### config.mk
export PLATFORM = sky130hd
export DESIGN_NAME = lru_tracker
export DESIGN_NICKNAME = d
export VERILOG_FILES = /design/src/rtl/lru_tracker.sv
export SDC_FILE = /design/constraint.sdc
export NUM_CORES = 1
export LEC_CHECK = 0
export ABC_AREA = 1
export CAP_MARGIN = 40
export CORE_ASPECT_RATIO = 1.5
export CORE_MARGIN = 10
export CORE_UTILIZATION = 50
export DETAILED_ROUTE_END_ITERATION = 8
export GPL_TIMING_DRIVEN = 0
export HOLD_SLACK_MARGIN = 0.03
export PLACE_DENSITY = 0.67
export SYNTH_ARGS = -nofsm -noshare
export SYNTH_HDL_FRONTEND = slang
export SYNTH_SLANG_ARGS = --single-unit
### constraint.sdc
create_clock -name clk -period 4.59 [get_ports clk]
set_input_delay 1.1475 -clock clk [delete_from_list [all_inputs] [get_ports clk]]
set_output_delay 1.1475 -clock clk [all_outputs]
set_load 0.1 [all_outputs]
### src/rtl/lru_tracker.sv
// -----------------------------------------------------------------------------
// lru_tracker
//
// True-LRU replacement tracker for a set-associative cache controller. For each
// set it holds a valid vector and a full recency ranking of the ways
// (rank 0 = MRU, NUM_WAYS-1 = LRU). The ranks of one set always form a
// permutation of 0..NUM_WAYS-1. One request is accepted per cycle. The state
// update and the response register on the same edge, so a request always sees
// the effect of every earlier request.
//
// Ports:
//   clk            clock
//   reset          asynchronous, active-high reset
//   req_valid_i    request strobe (never back-pressured)
//   req_op_i       00 NOP, 01 TOUCH, 10 ALLOC, 11 INVALIDATE
//   req_set_i      target set
//   req_way_i      target way for TOUCH / INVALIDATE (ignored for ALLOC)
//   rsp_valid_o    response for the previous cycle's request
//   rsp_way_o      one-hot way selected or affected
//   rsp_way_idx_o  binary index of rsp_way_o
//   rsp_hit_o      TOUCH landed on a valid way
//   rsp_evict_o    ALLOC replaced a valid way
//   set_full_o     all ways of the responded set valid after the operation
// -----------------------------------------------------------------------------
module lru_tracker #(
  parameter int NUM_WAYS = 4,
  parameter int NUM_SETS = 8,
  parameter int WAY_W    = $clog2(NUM_WAYS),
  parameter int SET_W    = (NUM_SETS > 1) ? $clog2(NUM_SETS) : 1
) (
  input  logic                clk,
  input  logic                reset,
  input  logic                req_valid_i,
  input  logic [1:0]          req_op_i,
  input  logic [SET_W-1:0]    req_set_i,
  input  logic [WAY_W-1:0]    req_way_i,
  output logic                rsp_valid_o,
  output logic [NUM_WAYS-1:0] rsp_way_o,
  output logic [WAY_W-1:0]    rsp_way_idx_o,
  output logic                rsp_hit_o,
  output logic                rsp_evict_o,
  output logic                set_full_o
);

  localparam logic [1:0] OP_NOP   = 2'b00;
  localparam logic [1:0] OP_TOUCH = 2'b01;
  localparam logic [1:0] OP_ALLOC = 2'b10;
  localparam logic [1:0] OP_INVAL = 2'b11;

  localparam logic [WAY_W-1:0] RANK_MRU = '0;
  localparam logic [WAY_W-1:0] RANK_LRU = WAY_W'(NUM_WAYS - 1);

  // ---------------------------------------------------------------------------
  // Per-set state
  // ---------------------------------------------------------------------------
  logic [NUM_WAYS-1:0] valid_q [NUM_SETS];
  logic [WAY_W-1:0]    rank_q  [NUM_SETS][NUM_WAYS];

  // ---------------------------------------------------------------------------
  // Request decode
  // ---------------------------------------------------------------------------
  logic accept;
  logic is_touch;
  logic is_alloc;
  logic is_inval;

  assign accept   = req_valid_i && (req_op_i != OP_NOP);
  assign is_touch = accept && (req_op_i == OP_TOUCH);
  assign is_alloc = accept && (req_op_i == OP_ALLOC);
  assign is_inval = accept && (req_op_i == OP_INVAL);

  // ---------------------------------------------------------------------------
  // Read the addressed set
  // ---------------------------------------------------------------------------
  logic [NUM_WAYS-1:0] cur_valid;
  logic [WAY_W-1:0]    cur_rank [NUM_WAYS];

  always_comb begin
    cur_valid = valid_q[req_set_i];
    for (int i = 0; i < NUM_WAYS; i++) begin
      cur_rank[i] = rank_q[req_set_i][i];
    end
  end

  // ---------------------------------------------------------------------------
  // Victim selection: lowest-index invalid way, else the way ranked LRU
  // ---------------------------------------------------------------------------
  logic             have_invalid;
  logic [WAY_W-1:0] inv_idx;
  logic [WAY_W-1:0] lru_idx;

  always_comb begin
    have_invalid = 1'b0;
    inv_idx      = '0;
    // Scan downward so the last hit (lowest index) wins.
    for (int i = NUM_WAYS - 1; i >= 0; i--) begin
      if (!cur_valid[i]) begin
        have_invalid = 1'b1;
        inv_idx      = WAY_W'(i);
      end
    end
  end

  always_comb begin
    lru_idx = '0;
    // Exactly one way carries the LRU rank because ranks are a permutation.
    for (int i = 0; i < NUM_WAYS; i++) begin
      if (cur_rank[i] == RANK_LRU) begin
        lru_idx = WAY_W'(i);
      end
    end
  end

  // ---------------------------------------------------------------------------
  // Target way and its current state
  // ---------------------------------------------------------------------------
  logic [WAY_W-1:0]    tgt_way;
  logic                tgt_valid;
  logic [WAY_W-1:0]    tgt_rank;
  logic [NUM_WAYS-1:0] tgt_onehot;
  logic                do_promote;
  logic                do_demote;

  assign tgt_way    = is_alloc ? (have_invalid ? inv_idx : lru_idx) : req_way_i;
  assign tgt_valid  = cur_valid[tgt_way];
  assign tgt_rank   = cur_rank[tgt_way];
  assign tgt_onehot = {{(NUM_WAYS-1){1'b0}}, 1'b1} << tgt_way;

  // A TOUCH on an invalid way leaves the ranking alone; INVALIDATE demotes
  // even an already-invalid way so it stays first in line for reuse.
  assign do_promote = is_alloc || (is_touch && tgt_valid);
  assign do_demote  = is_inval;

  // ---------------------------------------------------------------------------
  // Next state of the addressed set
  // ---------------------------------------------------------------------------
  logic [NUM_WAYS-1:0] nxt_valid;
  logic [WAY_W-1:0]    nxt_rank [NUM_WAYS];

  always_comb begin
    nxt_valid = cur_valid;
    if (is_alloc) nxt_valid[tgt_way] = 1'b1;
    if (is_inval) nxt_valid[tgt_way] = 1'b0;
  end

  always_comb begin
    for (int i = 0; i < NUM_WAYS; i++) begin
      nxt_rank[i] = cur_rank[i];
      if (do_promote) begin
        if (WAY_W'(i) == tgt_way) begin
          nxt_rank[i] = RANK_MRU;
        end else if (cur_rank[i] < tgt_rank) begin
          nxt_rank[i] = cur_rank[i] + 1'b1;
        end
      end else if (do_demote) begin
        if (WAY_W'(i) == tgt_way) begin
          nxt_rank[i] = RANK_LRU;
        end else if (cur_rank[i] > tgt_rank) begin
          nxt_rank[i] = cur_rank[i] - 1'b1;
        end
      end
    end
  end

  // ---------------------------------------------------------------------------
  // State and response registers
  // ---------------------------------------------------------------------------
  always_ff @(posedge clk or posedge reset) begin
    if (reset) begin
      for (int s = 0; s < NUM_SETS; s++) begin
        valid_q[s] <= '0;
        for (int w = 0; w < NUM_WAYS; w++) begin
          rank_q[s][w] <= WAY_W'(w);
        end
      end
      rsp_valid_o   <= 1'b0;
      rsp_way_o     <= '0;
      rsp_way_idx_o <= '0;
      rsp_hit_o     <= 1'b0;
      rsp_evict_o   <= 1'b0;
      set_full_o    <= 1'b0;
    end else begin
      if (accept) begin
        valid_q[req_set_i] <= nxt_valid;
        for (int w = 0; w < NUM_WAYS; w++) begin
          rank_q[req_set_i][w] <= nxt_rank[w];
        end
      end
      rsp_valid_o   <= accept;
      rsp_way_o     <= accept ? tgt_onehot : '0;
      rsp_way_idx_o <= accept ? tgt_way : '0;
      rsp_hit_o     <= is_touch && tgt_valid;
      rsp_evict_o   <= is_alloc && !have_invalid;
      set_full_o    <= accept && (&nxt_valid);
    end
  end

endmodule

==> impl_results.html, run 1 <==
<table>
<tr><th>Metric</th><th>Value</th></tr>
<tr><th colspan="2">Setup path</th></tr>
<tr><td>Capturing element of the worst setup path</td><td>rank_q[2]</td></tr>
<tr><td>Highest-delay cell along the critical path</td><td>sky130_fd_sc_hd__ha_1</td></tr>
<tr><td>CP Launch Point</td><td>req_set_i[0]</td></tr>
<tr><td>Critical R2R Capture</td><td>rank_q[2]</td></tr>
<tr><td>Kind of cell adding the most delay to the critical path</td><td>simple AND/OR/NAND/NOR gates</td></tr>
<tr><td>Flop2flop setup slack</td><td>1000 ps</td></tr>
<tr><td>Critical path capture point type</td><td>flip-flop</td></tr>
<tr><td>Category of the worst setup path launch point</td><td>primary input</td></tr>
<tr><td>Startpoint of the most critical register-to-register path</td><td>rank_q[25]</td></tr>
<tr><td>Number of stages on the worst setup path</td><td>30</td></tr>
<tr><td>Critical Path Max Stage Delay</td><td>between 200 and 300 ps</td></tr>
<tr><td>Critical path type</td><td>primary input to flip-flop</td></tr>
<tr><td>Required time reported for the critical path endpoint</td><td>4840 ps</td></tr>
<tr><td>Data arrival time at the worst-slack endpoint</td><td>4710 ps</td></tr>
<tr><td>Buffers plus inverters on the worst setup path</td><td>9</td></tr>
<tr><td>Worst-case reg-to-reg path depth</td><td>25</td></tr>
<tr><td>Highest net fanout along the worst path</td><td>8</td></tr>
<tr><td>Most frequent cell on the critical path</td><td>sky130_fd_sc_hd__nand2_1</td></tr>
<tr><th colspan="2">STA</th></tr>
<tr><td>Final period demand of the worst path</td><td>4463 ps</td></tr>
<tr><td>Fmax achieved</td><td>around 0.22 GHz</td></tr>
<tr><td>Final worst-path cycle share</td><td>97.24%</td></tr>
<tr><td>Worst setup skew after layout</td><td>10.50 ps</td></tr>
<tr><td>Final Max Slew Viols</td><td>0</td></tr>
<tr><td>Transition at the pin with the smallest max-transition slack</td><td>approximately 870 ps</td></tr>
<tr><td>Count of final setup violators</td><td>0</td></tr>
<tr><td>Total negative slack</td><td>0 ps</td></tr>
<tr><td>Number of endpoints with negative hold slack in the final report</td><td>0</td></tr>
<tr><td>Worst-case headroom to the max-slew limit</td><td>41.96%</td></tr>
<tr><th colspan="2">Clocking</th></tr>
<tr><td>Clock buffers created by TritonCTS</td><td>9</td></tr>
<tr><td>H-tree lvl count</td><td>3</td></tr>
<tr><td>CTS sink cnt</td><td>106</td></tr>
<tr><td>Skew-Pair Late Insertion Delay</td><td>350 ps</td></tr>
<tr><td>Clock transition at the registers of the reported paths</td><td>about 80 ps</td></tr>
<tr><td>Largest buffer count on any clock path</td><td>2</td></tr>
<tr><td>Root buffer cell</td><td>sky130_fd_sc_hd__clkbuf_16</td></tr>
<tr><td>Hold-fix buffers at CTS</td><td>0</td></tr>
<tr><td>Clock tree from TritonCTS</td><td>yes</td></tr>
<tr><th colspan="2">Global routing</th></tr>
<tr><td>Number of global-route vias before repair</td><td>between 5000 and 6000</td></tr>
<tr><td>Total overflow reported by the global router</td><td>0</td></tr>
<tr><td>Maximum number of pins on one net before global-route repair</td><td>68</td></tr>
<tr><td>Antenna violations before repair</td><td>0</td></tr>
<tr><td>GRT Overall Usage</td><td>20.96%</td></tr>
<tr><td>Global-route wire length before repair</td><td>approximately 27 mm</td></tr>
<tr><th colspan="2">Die</th></tr>
<tr><td>Die W</td><td>approximately 110 um</td></tr>
<tr><td>I/O Pins</td><td>20</td></tr>
<tr><td>FP Rows</td><td>48</td></tr>
<tr><td>Initial standard-cell utilization of the core</td><td>50.47%</td></tr>
<tr><td>Die area</td><td>between 0.015 and 0.02 sq mm</td></tr>
<tr><td>Core region area</td><td>around 0.011 sq mm</td></tr>
<tr><td>Vertical die dimension</td><td>around 150 um</td></tr>
<tr><th colspan="2">Power and ir drop</th></tr>
<tr><td>Comb power frac</td><td>35.4%</td></tr>
<tr><td>Sequential group share of total power</td><td>42.2%</td></tr>
<tr><td>Post-layout power</td><td>approximately 0.0033 W</td></tr>
<tr><td>Sw Ratio</td><td>37.53%</td></tr>
<tr><td>Switching pwr</td><td>0.001245 W</td></tr>
<tr><td>Peak supply drop</td><td>0.2712 mV</td></tr>
<tr><td>Share of power burned in the clock network</td><td>between 20% and 30%</td></tr>
<tr><td>Internal power consumption</td><td>0.002072 W</td></tr>
<tr><td>Leakage power total</td><td>3.660 nW</td></tr>
<tr><td>Cell area power density</td><td>456.4 mW/mm^2</td></tr>
<tr><th colspan="2">Logic synthesis</th></tr>
<tr><td>Post-synth design cell area</td><td>0.005759 sq mm</td></tr>
<tr><td>Main area contributors after synthesis</td><td>sky130_fd_sc_hd__dfrtp_1 (32%), sky130_fd_sc_hd__nand2_1 (22%), sky130_fd_sc_hd__dfstp_2 (15%), sky130_fd_sc_hd__inv_1 (6.3%), sky130_fd_sc_hd__nand3_1 (5.0%)</td></tr>
<tr><td>Synthesized area per cell</td><td>7.290 sq um</td></tr>
<tr><td>Number of synthesized register bits</td><td>106</td></tr>
<tr><td>Number of distinct standard cells referenced by the synthesized netlist</td><td>39</td></tr>
<tr><td>Portion of the post-synthesis area used by sequential elements</td><td>46.75%</td></tr>
<tr><td>Largest area contributor in the synthesized netlist</td><td>sky130_fd_sc_hd__dfrtp_1</td></tr>
<tr><td>Area share of the largest cell type after synthesis</td><td>about a third</td></tr>
<tr><td>Number of warning messages in the yosys log</td><td>0</td></tr>
<tr><td>Synthesized instance count</td><td>between 700 and 800</td></tr>
<tr><td>Post-Syn Nets</td><td>807</td></tr>
<tr><th colspan="2">Cells and area</th></tr>
<tr><td>Final #Nets</td><td>~900</td></tr>
<tr><td>Area overhead of the layout relative to synthesis</td><td>26.18%</td></tr>
<tr><td>Fillcell total</td><td>between 900 and 1000</td></tr>
<tr><td>Number of antenna cells inserted</td><td>0</td></tr>
<tr><td>Share of post-route cells with drive strength above 1</td><td>21.76%</td></tr>
<tr><td>Post-route non-filler standard cell count</td><td>1014</td></tr>
<tr><th colspan="2">Route</th></tr>
<tr><td>Routed length per instance</td><td>16.29 um</td></tr>
<tr><td>1st-pass router iterations</td><td>5</td></tr>
<tr><td>DR DRC count</td><td>0</td></tr>
<tr><td>Routed vias/inst</td><td>5.317</td></tr>
<tr><td>First DRT Iteration DRCs</td><td>288</td></tr>
<tr><td>Sum of routed wire length over all layers</td><td>16.52 mm</td></tr>
<tr><td>Number of vias in the routed layout</td><td>5391</td></tr>
<tr><td>Remaining antenna violation count after routing</td><td>0</td></tr>
<tr><th colspan="2">Status</th></tr>
<tr><td>Outcome</td><td>finished clean</td></tr>
<tr><th colspan="2">Placement</th></tr>
<tr><td>Half-perimeter wire length after detailed placement</td><td>around 12 mm</td></tr>
<tr><td>Routability congestion estimate</td><td>just under 1</td></tr>
<tr><td>Placed insts</td><td>between 900 and 1000</td></tr>
<tr><td>Number of port buffers</td><td>18</td></tr>
<tr><th colspan="2">Job</th></tr>
<tr><td>Max-cap violations</td><td>0</td></tr>
<tr><th colspan="2">Hold path</th></tr>
<tr><td>Min-Delay Path Class</td><td>flip-flop to flip-flop</td></tr>
<tr><td>Min-Delay Path Depth</td><td>2</td></tr>
</table>
[logic make-up after synthesis]
group / Yosys count / synth area share, %
flip-flops: 106 / 46.75
AO/OA/AOI/OAI: 74 / 8.321
XOR/XNOR: 1 / 0.1521
buffers and inverters: 123 / 8.429
adder cells (fa/ha/maj): 7 / 1.521
AND/OR/NAND/NOR: 479 / 34.83
[cells in the mapped netlist]
library cell / n
sky130_fd_sc_hd__nand2_1: 345
sky130_fd_sc_hd__inv_1: 97
sky130_fd_sc_hd__dfrtp_1: 74
sky130_fd_sc_hd__nand3_1: 58
sky130_fd_sc_hd__o21ai_0: 35
sky130_fd_sc_hd__dfstp_2: 32
sky130_fd_sc_hd__nor2_1: 31
sky130_fd_sc_hd__nand4_1: 14
sky130_fd_sc_hd__a221oi_1: 10
sky130_fd_sc_hd__clkbuf_1: 10
sky130_fd_sc_hd__nand2_2: 9
sky130_fd_sc_hd__inv_2: 8
sky130_fd_sc_hd__a22o_1: 7
sky130_fd_sc_hd__ha_1: 7
sky130_fd_sc_hd__o22ai_1: 6
sky130_fd_sc_hd__or2_2: 6
sky130_fd_sc_hd__nor2_2: 5
sky130_fd_sc_hd__a21oi_1: 4
sky130_fd_sc_hd__nand3b_1: 4
sky130_fd_sc_hd__o2111ai_1: 3
sky130_fd_sc_hd__a211oi_1: 2
sky130_fd_sc_hd__buf_4: 2
sky130_fd_sc_hd__buf_6: 2
sky130_fd_sc_hd__clkinv_1: 2
sky130_fd_sc_hd__nand3_2: 2
sky130_fd_sc_hd__o2bb2ai_1: 2
sky130_fd_sc_hd__a22oi_1: 1
sky130_fd_sc_hd__and3_1: 1
sky130_fd_sc_hd__buf_1: 1
sky130_fd_sc_hd__buf_2: 1
sky130_fd_sc_hd__nand4_2: 1
sky130_fd_sc_hd__nor2_4: 1
sky130_fd_sc_hd__nor3_1: 1
sky130_fd_sc_hd__nor4_1: 1
sky130_fd_sc_hd__o2111a_1: 1
sky130_fd_sc_hd__o211ai_1: 1
sky130_fd_sc_hd__o21ai_1: 1
sky130_fd_sc_hd__o21bai_1: 1
sky130_fd_sc_hd__xor2_1: 1
[how the worst min path moves through the flow]
stage               startpoint          to
floorplan           rank_q[19]  rank_q[19]
finish              rank_q[51]  rank_q[51]
CTS                 rank_q[35]  rank_q[35]
global placement    rank_q[27]  rank_q[27]
detailed placement   rank_q[3]   rank_q[3]
global route        rank_q[43]  rank_q[43]
[placed cells by master (no fill, tap or decap), types with 3 or more instances in the layout]
cell type                         synthesis  layout
sky130_fd_sc_hd__a22o_1                   7       7
sky130_fd_sc_hd__nand2_4                  0       9
sky130_fd_sc_hd__nand2_8                  0       3
sky130_fd_sc_hd__nor2_1                  31      27
sky130_fd_sc_hd__inv_4                    0       9
sky130_fd_sc_hd__nand3b_1                 4       4
sky130_fd_sc_hd__clkinvlp_4               0       3
sky130_fd_sc_hd__nor2_2                   5       4
sky130_fd_sc_hd__nand2_1                345     314
sky130_fd_sc_hd__o22ai_1                  6       5
sky130_fd_sc_hd__buf_12                   0       4
sky130_fd_sc_hd__nand2_2                  9      28
sky130_fd_sc_hd__or2_2                    6       6
sky130_fd_sc_hd__inv_2                    8       7
sky130_fd_sc_hd__inv_6                    0       3
sky130_fd_sc_hd__clkdlybuf4s50_1          0      16
sky130_fd_sc_hd__nand3_2                  2       4
sky130_fd_sc_hd__clkbuf_16                0       9
sky130_fd_sc_hd__dfstp_2                 32      32
sky130_fd_sc_hd__ha_1                     7       3
sky130_fd_sc_hd__a221oi_4                 0       3
sky130_fd_sc_hd__a21oi_1                  4       4
sky130_fd_sc_hd__nor2_4                   1       6
sky130_fd_sc_hd__buf_4                    2      27
sky130_fd_sc_hd__buf_8                    0       8
sky130_fd_sc_hd__nand3_1                 58      56
sky130_fd_sc_hd__buf_6                    2       6
sky130_fd_sc_hd__o21ai_0                 35      35
sky130_fd_sc_hd__nand4_1                 14      14
sky130_fd_sc_hd__clkbuf_1                10      10
sky130_fd_sc_hd__a221oi_1                10       5
sky130_fd_sc_hd__o2111ai_1                3       3
sky130_fd_sc_hd__dfrtp_1                 74      74
sky130_fd_sc_hd__inv_1                   97      88
[power by group through the flow]
| stage | clock network (W) | registers (W) | logic (W) |
|---|---|---|---|
| 6_report | 0.000745 | 0.00140 | 0.00117 |
| 5_1_grt | 0.000803 | 0.00143 | 0.00131 |
| 4_1_cts | 0.000764 | 0.00139 | 0.00107 |
| 3_5_place_dp | 0 | 0.00140 | 0.000970 |
| 3_3_place_gp | 0 | 0.00139 | 0.000910 |
| 2_1_floorplan | 0 | 0.00139 | 0.000698 |
[metrics by stage]
| step | util [%] | instance area [sq um] | setup slack [ps] | hold slack, ps |
|---|---|---|---|---|
| global route | 63.68 | 7267 | -22.36 | 485.2 |
| CTS | 60.57 | 6912 | 3.524 | 470.4 |
| floorplan | - | 5759 | 1.877 | 447.9 |
| finish | 63.68 | 7267 | 126.6 | 471.0 |
| detailed placement | 55.43 | 6325 | -1957 | 458.0 |
| global placement | 53.70 | 6127 | -1811 | 455.1 |
[state kept, by name (all words and copies together) (netlist names)]
name and flops:
rsp_hit_o 1, rsp_way_idx_o 2, valid_q 32, set_full_o 1, rank_q 64, rsp_evict_o 1, rsp_valid_o 1, rsp_way_o 4
[routing by layer]
layer | GRT usage, % | up-vias | share of wire [%]
li1 | - | 2634 | -
met1 | 24.07 | 2590 | 41
met2 | 36.02 | 127 | 52
met3 | 3.109 | 40 | 3.3
met4 | 12.33 | 0 | 4.1
met5 | 0 | - | 0
[repair_timing]
action / 4_1_cts / 5_1_grt
pin swaps: 12 / 23
resized for setup: 54 / 65
setup endpoints to repair: 97 / 64
setup buffers: 19 / 12
[final cells by class]
| type | count | area (sq um) | area share (%) |
|---|---|---|---|
| flip-flops and latches | 106 | 2693 | 37.05 |
| multi-input cells | 561 | 2940 | 40.46 |
| plain buffers | 15 | 91.34 | 1.257 |
| well taps | 150 | 187.7 | 2.583 |
| repair buffers | 59 | 635.6 | 8.747 |
| clock inverters | 7 | 61.31 | 0.8437 |
| inverters | 107 | 432.9 | 5.957 |
| clock buffers | 9 | 225.2 | 3.099 |
[worst min-delay path, cell delays in order, from the launching register on]
cell and delay, ps:
sky130_fd_sc_hd__dfstp_2 370, sky130_fd_sc_hd__nand2_1 50, sky130_fd_sc_hd__nand2_1 50
Note: power is estimated with default switching activity, not from simulation.
==> run 2, diff against run 1 <==
--- a/config.mk
+++ b/config.mk
@@ -14,6 +14,7 @@
 export GPL_TIMING_DRIVEN = 0
 export HOLD_SLACK_MARGIN = 0.03
 export PLACE_DENSITY = 0.67
+export SKIP_CTS_REPAIR_TIMING = 1
 export SYNTH_ARGS = -nofsm -noshare
 export SYNTH_HDL_FRONTEND = slang
 export SYNTH_SLANG_ARGS = --single-unit
==> impl_results.html, run 2 (synthesis gave the netlist of run 1 again) <==
<table>
<tr><th>Metric</th><th>Value</th></tr>
<tr><th colspan="2">Status</th></tr>
<tr><td>Outcome</td><td>finished clean</td></tr>
<tr><th colspan="2">Cells and area</th></tr>
<tr><td>Number of antenna cells inserted</td><td>0</td></tr>
<tr><td>Area overhead of the layout relative to synthesis</td><td>25.11%</td></tr>
<tr><td>Final #Nets</td><td>870</td></tr>
<tr><td>Final design utilization</td><td>a little over three fifths</td></tr>
<tr><td>Share of post-route cells with drive strength above 1</td><td>20.40%</td></tr>
<tr><td>Flip-flop count of the largest register after layout</td><td>64</td></tr>
<tr><td>Area of all placed cells without fillers</td><td>0.007206 sq mm</td></tr>
<tr><td>Registers with the highest flip-flop counts</td><td>rank_q x64, valid_q x32, rsp_way_o x4</td></tr>
<tr><td>Post-route non-filler standard cell count</td><td>1008</td></tr>
<tr><td>Fillcell total</td><td>981</td></tr>
<tr><td>Most frequent standard cell in the layout excluding fill and tap cells</td><td>sky130_fd_sc_hd__nand2_1</td></tr>
<tr><td>Commonest cells after routing, fill and taps aside</td><td>sky130_fd_sc_hd__nand2_1 (319), sky130_fd_sc_hd__inv_1 (88), sky130_fd_sc_hd__dfrtp_1 (74)</td></tr>
<tr><td>Largest register by flop count</td><td>rank_q</td></tr>
<tr><th colspan="2">Power and ir drop</th></tr>
<tr><td>Cell area power density</td><td>454.1 mW/mm^2</td></tr>
<tr><td>Peak supply drop</td><td>roughly 0.27 mV</td></tr>
<tr><td>Leakage power total</td><td>3.622 nW</td></tr>
<tr><th colspan="2">Hold path</th></tr>
<tr><td>Min-Delay Path Class</td><td>flip-flop to flip-flop</td></tr>
<tr><td>Worst Hold Launch</td><td>rank_q[51]</td></tr>
<tr><th colspan="2">Route</th></tr>
<tr><td>Sum of routed wire length over all layers</td><td>16.30 mm</td></tr>
<tr><td>1st-pass router iterations</td><td>5</td></tr>
<tr><td>Remaining antenna violation count after routing</td><td>0</td></tr>
<tr><td>DR DRC count</td><td>0</td></tr>
<tr><td>Number of vias in the routed layout</td><td>5411</td></tr>
<tr><td>Routed vias/inst</td><td>5.368</td></tr>
<tr><td>Routed length per instance</td><td>between 15 and 20 um</td></tr>
<tr><td>First DRT Iteration DRCs</td><td>356</td></tr>
<tr><th colspan="2">Die</th></tr>
<tr><td>FP Rows</td><td>48</td></tr>
<tr><td>I/O Pins</td><td>20</td></tr>
<tr><td>Core region area</td><td>0.01141 sq mm</td></tr>
<tr><td>Die area</td><td>0.01630 sq mm</td></tr>
<tr><td>Initial standard-cell utilization of the core</td><td>50.47%</td></tr>
<tr><td>Die W</td><td>107.6 um</td></tr>
<tr><td>Vertical die dimension</td><td>between 150 and 200 um</td></tr>
<tr><th colspan="2">STA</th></tr>
<tr><td>Worst setup skew after layout</td><td>about 13 ps</td></tr>
<tr><td>Final Max Slew Viols</td><td>0</td></tr>
<tr><td>Transition at the pin with the smallest max-transition slack</td><td>828.2 ps</td></tr>
<tr><td>Fmax achieved</td><td>approximately 0.22 GHz</td></tr>
<tr><td>Final period demand of the worst path</td><td>4517 ps</td></tr>
<tr><td>Total negative slack</td><td>0 ps</td></tr>
<tr><td>Final worst-path cycle share</td><td>98.41%</td></tr>
<tr><td>Count of final setup violators</td><td>0</td></tr>
<tr><td>Worst-case headroom to the max-slew limit</td><td>between 40 and 50%</td></tr>
<tr><td>Unrepaired setup endpoints after global routing</td><td>true</td></tr>
<tr><td>Number of endpoints with negative hold slack in the final report</td><td>0</td></tr>
<tr><th colspan="2">Clocking</th></tr>
<tr><td>Clock tree from TritonCTS</td><td>yes</td></tr>
<tr><td>Clock buffers created by TritonCTS</td><td>9</td></tr>
<tr><td>Largest buffer count on any clock path</td><td>2</td></tr>
<tr><td>H-tree lvl count</td><td>3</td></tr>
<tr><td>Clock transition at the registers of the reported paths</td><td>roughly 70 ps</td></tr>
<tr><td>Skew-Pair Late Insertion Delay</td><td>360 ps</td></tr>
<tr><td>CTS sink cnt</td><td>106</td></tr>
<tr><td>Root buffer cell</td><td>sky130_fd_sc_hd__clkbuf_16</td></tr>
<tr><th colspan="2">Setup path</th></tr>
<tr><td>Critical path type</td><td>primary input to flip-flop</td></tr>
<tr><td>Highest net fanout along the worst path</td><td>8</td></tr>
<tr><td>Startpoint of the most critical register-to-register path</td><td>rank_q[25]</td></tr>
<tr><td>CP Launch Point</td><td>req_set_i[1]</td></tr>
<tr><td>Data arrival time at the worst-slack endpoint</td><td>4760 ps</td></tr>
<tr><td>Required time reported for the critical path endpoint</td><td>4830 ps</td></tr>
<tr><td>Critical path capture point type</td><td>flip-flop</td></tr>
<tr><td>Category of the worst setup path launch point</td><td>primary input</td></tr>
<tr><th colspan="2">Placement</th></tr>
<tr><td>Total cell area at the placement stage</td><td>0.006325 sq mm</td></tr>
<tr><td>Half-perimeter wire length after detailed placement</td><td>11.97 mm</td></tr>
<tr><td>Routability congestion estimate</td><td>0.9744</td></tr>
<tr><td>Number of port buffers</td><td>18</td></tr>
<tr><td>Placed insts</td><td>969</td></tr>
<tr><th colspan="2">Global routing</th></tr>
<tr><td>Antenna violations before repair</td><td>0</td></tr>
<tr><td>Maximum number of pins on one net before global-route repair</td><td>68</td></tr>
<tr><td>Total overflow reported by the global router</td><td>0</td></tr>
<tr><td>Global-route wire length before repair</td><td>26.16 mm</td></tr>
<tr><td>Number of global-route vias before repair</td><td>5118</td></tr>
<tr><td>GRT Overall Usage</td><td>between 20% and 30%</td></tr>
<tr><th colspan="2">Job</th></tr>
<tr><td>Max-cap violations</td><td>0</td></tr>
</table>
## run 2: changes by cell type in the layout (fill, tap and decap cells not counted), sizes merged
cell	before	now
buf	48	42
## run 2: worst paths after layout
kind | endpoint | slack, ps | cells past startpoint
min in group asynchronous | valid_q[4] | 1310 | 2
max in group asynchronous | rank_q[35] | 2500 | 3
setup / recovery | rank_q[26] | 70 | 28
hold reg to reg | rank_q[51] | 470 | 2
setup reg to reg | rank_q[26] | 930 | 24
hold / removal | rank_q[51] | 470 | 2
## run 2: metrics by stage
step | power [W] | worst slack [ps] | hold slack, ps
2_1_floorplan | 0.002088 | 1.877 | 447.9
3_3_place_gp | 0.002297 | -1811 | 455.1
3_5_place_dp | 0.002366 | -1957 | 458.0
4_1_cts | 0.003124 | -1605 | 470.4
5_1_grt | 0.003495 | -102.0 | 485.2
6_report | 0.003272 | 73.08 | 471.7
## run 2: final cells by class
cell class | instances | area (sq um) | share of cell area [%]
buffer | 15 | 100.1 | 1.389
clock buffer | 9 | 225.2 | 3.126
clock inverter | 7 | 61.31 | 0.8508
inverter | 107 | 435.4 | 6.043
multi-input combinational | 561 | 2908 | 40.35
sequential | 106 | 2693 | 37.37
tap | 150 | 187.7 | 2.605
timing repair buffer | 53 | 595.6 | 8.265
## run 2: power by group
part	internal, W	switching [W]	leakage, nW
sequential	0.00126	0.000146	1.31
combinational	0.000409	0.000716	2.17
clock	0.000378	0.000369	0.135
total	0.00204	0.00123	3.62
## run 2: worst max-delay path: stages
cell                         delay, ps
sky130_fd_sc_hd__buf_12            120
sky130_fd_sc_hd__nand2_8            90
sky130_fd_sc_hd__inv_8              40
sky130_fd_sc_hd__nand2_8            60
sky130_fd_sc_hd__clkinvlp_4        220
sky130_fd_sc_hd__buf_12            220
sky130_fd_sc_hd__a221oi_4          280
sky130_fd_sc_hd__nand2_2           130
sky130_fd_sc_hd__ha_4              180
sky130_fd_sc_hd__inv_4              50
sky130_fd_sc_hd__o21bai_4           80
sky130_fd_sc_hd__nand4_1           100
sky130_fd_sc_hd__nand3_2           130
sky130_fd_sc_hd__nand2_4           160
sky130_fd_sc_hd__nor2_4             60
sky130_fd_sc_hd__inv_4              90
sky130_fd_sc_hd__o22ai_4            90
sky130_fd_sc_hd__a221oi_4          320
sky130_fd_sc_hd__ha_1              290
sky130_fd_sc_hd__nand3b_1          190
sky130_fd_sc_hd__nand2_1           120
sky130_fd_sc_hd__nand2_1            60
sky130_fd_sc_hd__nand2_1            80
sky130_fd_sc_hd__nand3_1            70
sky130_fd_sc_hd__nand2_1            80
sky130_fd_sc_hd__nand2_2           130
sky130_fd_sc_hd__nand2_1           100
sky130_fd_sc_hd__nand2_1            60
## run 2: routing by layer
metal	vias to the layer above	global-route usage [%]	wire length (um)
met3	39	2.853	637
met5	-	0	0
met1	2578	23.66	6651
li1	2631	-	-
met4	0	10.39	663
met2	163	35.35	8344
